==> config.mk <==
export PLATFORM = sky130hd
export DESIGN_NAME = gate_input_debouncer
export DESIGN_NICKNAME = d
export VERILOG_FILES = /design/src/rtl/gate_input_debouncer.sv
export SDC_FILE = /design/constraint.sdc
export NUM_CORES = 1
export LEC_CHECK = 0
export ABC_AREA = 1
export CORE_MARGIN = 2
export CORE_UTILIZATION = 50
export CTS_CLUSTER_SIZE = 10
export DETAILED_ROUTE_END_ITERATION = 12
export GPL_ROUTABILITY_DRIVEN = 0
export GPL_TIMING_DRIVEN = 0
export HOLD_SLACK_MARGIN = 0.06
export PLACE_DENSITY = 0.73
export SLEW_MARGIN = 10
export SYNTH_ARGS = -nofsm -noshare
export SYNTH_HDL_FRONTEND = slang
export SYNTH_SLANG_ARGS = --single-unit
==> constraint.sdc <==
create_clock -name clk -period 1.51 [get_ports clk]
set_input_delay 0.302 -clock clk [delete_from_list [all_inputs] [get_ports clk]]
set_output_delay 0.302 -clock clk [all_outputs]
set_load 0.005 [all_outputs]
==> src/rtl/gate_input_debouncer.sv <==
// Gate input conditioner: two-flop synchroniser plus an independent counter-based
// debouncer per channel, with registered clean levels, edge pulses and a busy flag.
module gate_input_debouncer #(
  parameter int N_CH            = 2,
  parameter int DEBOUNCE_CYCLES = 16,
  parameter bit RESET_LEVEL     = 1'b0
) (
  input  logic            clk,
  input  logic            rst_n,
  input  logic [N_CH-1:0] raw_in,
  output logic [N_CH-1:0] clean_out,
  output logic [N_CH-1:0] rise_pulse,
  output logic [N_CH-1:0] fall_pulse,
  output logic            busy
);

  localparam int CW = (DEBOUNCE_CYCLES > 1) ? $clog2(DEBOUNCE_CYCLES) : 1;
  localparam logic [CW-1:0] CNT_MAX = CW'(DEBOUNCE_CYCLES - 1);

  typedef enum logic {
    STABLE = 1'b0,
    COUNT  = 1'b1
  } state_t;

  logic [N_CH-1:0] sync1_reg;
  logic [N_CH-1:0] sync2_reg;
  logic [N_CH-1:0] counting_next;
  logic            busy_reg;

  always_ff @(posedge clk) begin
    if (!rst_n) begin
      sync1_reg <= {N_CH{RESET_LEVEL}};
      sync2_reg <= {N_CH{RESET_LEVEL}};
      busy_reg  <= 1'b0;
    end else begin
      sync1_reg <= raw_in;
      sync2_reg <= sync1_reg;
      busy_reg  <= |counting_next;
    end
  end

  assign busy = busy_reg;

  generate
    for (genvar gi = 0; gi < N_CH; gi++) begin : g_ch
      state_t          state_reg, state_next;
      logic [CW-1:0]   cnt_reg, cnt_next;
      logic            clean_reg, clean_next;
      logic            rise_reg, rise_next;
      logic            fall_reg, fall_next;
      logic            sample;

      assign sample = sync2_reg[gi];

      always_ff @(posedge clk) begin
        if (!rst_n) begin
          state_reg <= STABLE;
          cnt_reg   <= '0;
          clean_reg <= RESET_LEVEL;
          rise_reg  <= 1'b0;
          fall_reg  <= 1'b0;
        end else begin
          state_reg <= state_next;
          cnt_reg   <= cnt_next;
          clean_reg <= clean_next;
          rise_reg  <= rise_next;
          fall_reg  <= fall_next;
        end
      end

      always_comb begin
        state_next = state_reg;
        cnt_next   = cnt_reg;
        clean_next = clean_reg;
        rise_next  = 1'b0;
        fall_next  = 1'b0;
        case (state_reg)
          STABLE: begin
            cnt_next = '0;
            if (sample != clean_reg) begin
              // A one-sample debounce accepts the new level without entering COUNT.
              if (DEBOUNCE_CYCLES == 1) begin
                clean_next = sample;
                rise_next  = sample;
                fall_next  = ~sample;
              end else begin
                state_next = COUNT;
                cnt_next   = CW'(1);
              end
            end
          end
          COUNT: begin
            if (sample == clean_reg) begin
              state_next = STABLE;
              cnt_next   = '0;
            end else if (cnt_reg == CNT_MAX) begin
              state_next = STABLE;
              cnt_next   = '0;
              clean_next = sample;
              rise_next  = sample;
              fall_next  = ~sample;
            end else begin
              cnt_next = cnt_reg + CW'(1);
            end
          end
          default: begin
            state_next = STABLE;
            cnt_next   = '0;
          end
        endcase
      end

      assign counting_next[gi] = (state_next == COUNT);
      assign clean_out[gi]     = clean_reg;
      assign rise_pulse[gi]    = rise_reg;
      assign fall_pulse[gi]    = fall_reg;
    end
  endgenerate

endmodule
# ---- Word-level counts from Yosys, hierarchy flattened
# Index checks and enable logic that the tools add are counted.
dict set report op_classes {
  n_bitwise 9
  reduce_logical 5
  mux 16
  addsub 2
  eq_ne 6
}
# operator n
set op_table {}
lappend op_table {{$mux W4} 4}
lappend op_table {{$pmux W4 S2} 2}
lappend op_table {{$not A1 Y1} 9}
lappend op_table {{$add A4 B1 Y4 const B} 2}
lappend op_table {{$eq A4 B4 Y1 const B} 2}
lappend op_table {{$mux W1} 8}
lappend op_table {{$reduce_or A4 Y1} 2}
lappend op_table {{$reduce_and A3 Y1} 2}
lappend op_table {{$pmux W1 S2} 2}
lappend op_table {{$eq A1 B1 Y1} 2}
lappend op_table {{$ne A1 B1 Y1} 2}
lappend op_table {{$reduce_or A2 Y1} 1}
dict set report totals {
  reg_bits 21
  output_inout_bits 7
  inputBits 4
  elab_cells 51
}

# ---- Logic depth before layout (Yosys ltp)
dict set report depth {
  depth_word 5
  mapped_depth 6
  ltp_nobuf 6
}

# ---- Worst setup path after synthesis
# Ideal clock, no wire load.
dict set report synth_timing {
  path_type {reg-to-reg}
  start {register g_ch[0].cnt_reg[0]}
  end {register busy_reg, in the netlist busy}
  stages_incl_launch_ff 7
  path_slack_ns 0.496
  path_buffers 0
  period_less_slack_ns 1.014
  setup_time_ns 0.118
  arrival_ns 0.895
  required_time_ns 1.392
  path_cell_list {dfxtp_1 > ha_1 > nand2_1 > nor2_1 > nand2_1 > nand2_1 > o21ai_1}
}
dict set report synth_between {
  elab_chain_cells 5
}
# element line
set synth_rtl {}
lappend synth_rtl {{from (decl)} 47} ;# logic [CW-1:0] cnt_reg, cnt_next;
lappend synth_rtl {{from (signal assigned)} 64} ;# cnt_reg <= cnt_next;
lappend synth_rtl {{$eq A4 B4 Y1} 96} ;# end else if (cnt_reg == CNT_MAX) begin
lappend synth_rtl {{$mux W1} 96}
lappend synth_rtl {{$mux W1} 93} ;# if (sample == clean_reg) begin
lappend synth_rtl {{$pmux W1 S2} 77} ;# case (state_reg)
lappend synth_rtl {{$reduce_or A2 Y1} 38} ;# busy_reg <= |counting_next;
lappend synth_rtl {{to (signal assigned)} 38}
lappend synth_rtl {{to (decl)} 28} ;# logic busy_reg;
# Every way passes these cells.
# A chain may end at the register's enable or synchronous reset.

# ---- Worst setup path in the final report
dict set report layout_timing {
  start {register busy_reg, in the netlist busy}
  end {output busy}
}
# element line
set layout_rtl {}
lappend layout_rtl {{to (decl)} 14} ;# output logic busy
# No word-level cell between the ends.

==> qor.csv <==
stage,metric,value,unit
status,run status,completed,
pwr,combinational group share of total power,3.7,%
run,max-cap viol count,0,
critical_path,"Max stage delay cell, worst path",clkdlybuf4s50_1,
yosys,synth warn,0,
critical_path,Worst Path Buf+Inv,1,
hold_path,hold path start,rst_n,
layout,share of cells above drive strength 1,18.9,%
critical_path,"slowest stage delay, CP",0.49,ns
grt,vias in the first global route,618,
pwr,Sw Ratio,20.7,%
sta,Setup TNS Final,0,ns
sta,Final min period,1.41,ns
critical_path,CP Max Fanout,1,
cts,Root Driver,clkbuf_4,
critical_path,crit path launch,busy,
pwr,worst vdd ir,573,uV
yosys,synthesized area,845,sq um
critical_path,Crit. End Element,output port,
sta,Worst Skew,0.00365,ns
cts,cts hold-fix bufs,0,
cts,htree depth,1,
die,Die X,45.1,um
yosys,post-synth top area cell,dfxtp_1,
place,dpl hpwl,948,um
yosys,Post-synth top flop,dfxtp_1,
yosys,syn_area_per_cell,7.89,sq um
die,Core ar.,0.00154,sq mm
grt,gr ovfl total,0,
yosys,most common cell in the netlist,nand2_1,
layout,synth-to-layout area growth,19.0,%
route,total vias in the final route,642,
route,total wire length,1270,um
grt,total track usage,16.9,%
die,Initial Utilization,54.8,%
grt,initial antenna violation count,0,
hold_path,Hold Crit Class,input port to register,
layout,FF/Latch Area,427,sq um
sta,endpoints failing hold,0,
yosys,Yosys reg bits,21,
critical_path,WP data required,1.21,ns
critical_path,CP top delay family,buffers and inverters,
route,number of vias per cell,4.65,
sta,final-report max-slew violation count,0,
route,wire per inst,9.19,um
pwr,sequential power share,66.2,%
die,Top Ports,11,
grt,global-route wire length before repair,2450,um
cts,TritonCTS clock tree,built,
critical_path,Startpoint Class,register,
die,die area,0.00203,sq mm
cts,TritonCTS buffer count,3,
critical_path,Critical R2R Launch,g_ch[0].cnt_reg[0],
yosys,dominant cells by area after synthesis,"dfxtp_1 50%, nand2_1 10%, nor2_1 8.9%",
cts,"CTS clk-pin slew, worst paths",0.11,ns
die,Die Y,45.1,um
layout,Final Util,65.2,%
yosys,post-synthesis sequential area ratio,49.8,%
route,Routed Antenna Nets,0,
yosys,share of the synthesized area in the top cell type,49.8,%
yosys,Yosys cell types,16,
critical_path,crit-path cells,clkdlybuf4s50_1,
sta,crit share post-route,93.4,%
route,Initial DRC Count,5,
layout,area of the multi-input gates,308,sq um
layout,n_diodes,0,
yosys,Post-synth EDFFs,0,
cts,clock sinks,21,
pwr,clock power share,30.2,%
sta,f_max,709,MHz
pwr,Power Total,0.859,mW
critical_path,WS Path Type,register to output port,
pwr,net switching power figure,0.178,mW
route,first drt pass iteration count,4,
route,DRC,0,
layout,Fill cells,138,
layout,max reg flops,8,
cts,maximum clock path buffer count,2,
cts,worst skew pair latency,0.30,ns
sta,RSZ-0062 raised after global routing,false,
yosys,Post-Syn Instances,107,
pwr,Power Density,855,mW/mm^2
sta,Finish-stage setup viols,0,
layout,Final nets,129,
yosys,Async SR Flop Fraction,0,%
grt,pin count of the biggest net entering global routing,12,
yosys,Synthesized Nets,113,
critical_path,CP Data Arrival Time,1.11,ns
sta,Worst slew margin,87.5,%
pwr,P_int,0.681,mW
pwr,leakage power,0.500,nW
die,Cell Rows,14,
place,# port buffers,9,
sta,actual slew at the worst max-slew pin,0.187,ns
yosys,synth cell count leaders,"23 x nand2_1, 21 x dfxtp_1, 20 x nor2_1",
[per-stage QoR]
| step | hold WS [ns] | cell area (sq um) | std cells | setup slack, ns |
|---|---|---|---|---|
| 2_1_floorplan | 0.390 | 845 | 107 | 0.496 |
| 3_3_place_gp | 0.402 | 955 | 132 | 0.265 |
| 3_5_place_dp | 0.408 | 955 | 132 | 0.245 |
| 4_1_cts | 0.219 | 996 | 138 | 0.00181 |
| 5_1_grt | 0.226 | 1000 | 138 | 0.0378 |
| 6_report | 0.225 | 1000 | 138 | 0.0995 |
[power groups by stage]
stage	registers (mW)	logic, mW	clock network (mW)
floorplan	0.580	0.0201	0
global placement	0.581	0.0311	0
detailed placement	0.581	0.0319	0
CTS	0.568	0.0320	0.273
global route	0.570	0.0360	0.296
finish	0.568	0.0316	0.259
[cell families after synthesis]
logic type	synth area share [%]
fa+ha+maj	2.96
xor+xnor	2.07
buf+inv	13.8
flops	49.8
simple gates	30.2
compound gates	1.18
[layer usage]
layer	global-route usage (%)	share of wire (%)
met2	23.7	44
met4	8.82	2.6
met5	0	0
met3	5.20	5.8
met1	23.2	48
[layout by cell type (no fill, tap or decap)]
cell and instances:
nand3_2 2, nand2_1 23, o21ai_1 1, nor2_4 1
clkdlybuf4s50_1 3, dlymetal6s2s_1 3, buf_6 1, ha_1 2
nor2_1 20, nand4_1 2, xnor2_1 2, a21oi_1 1
nor2_2 2, nand3_1 6, clkbuf_1 1, buf_4 9
dlygate4sd2_1 2, clkbuf_4 3, dfxtp_1 16, inv_1 16
dfxtp_2 5, nand3b_1 1
[final timing paths]
path / slack, ns / cells past startpoint / to
worst max register to register: 0.34 / 6 / busy
worst min-delay path: 0.23 / 3 / sync1_reg[0]
worst max-delay path: 0.1 / 1 / busy
worst min register to register: 0.43 / 2 / sync2_reg[0]
[cell type report]
class | count | share of cell area, %
plain buffers | 7 | 5.60
clock buffers | 4 | 2.62
inverters | 16 | 5.98
multi-input cells | 63 | 30.6
flip-flops and latches | 21 | 42.5
well taps | 16 | 1.99
repair buffers | 11 | 10.7
[repair_timing]
item	4_1_cts	5_1_grt
endpoints found under the setup margin	2	4
resized for setup	4	7
buffers inserted	2	0
No activity file was read; power rests on OpenSTA's default activity.
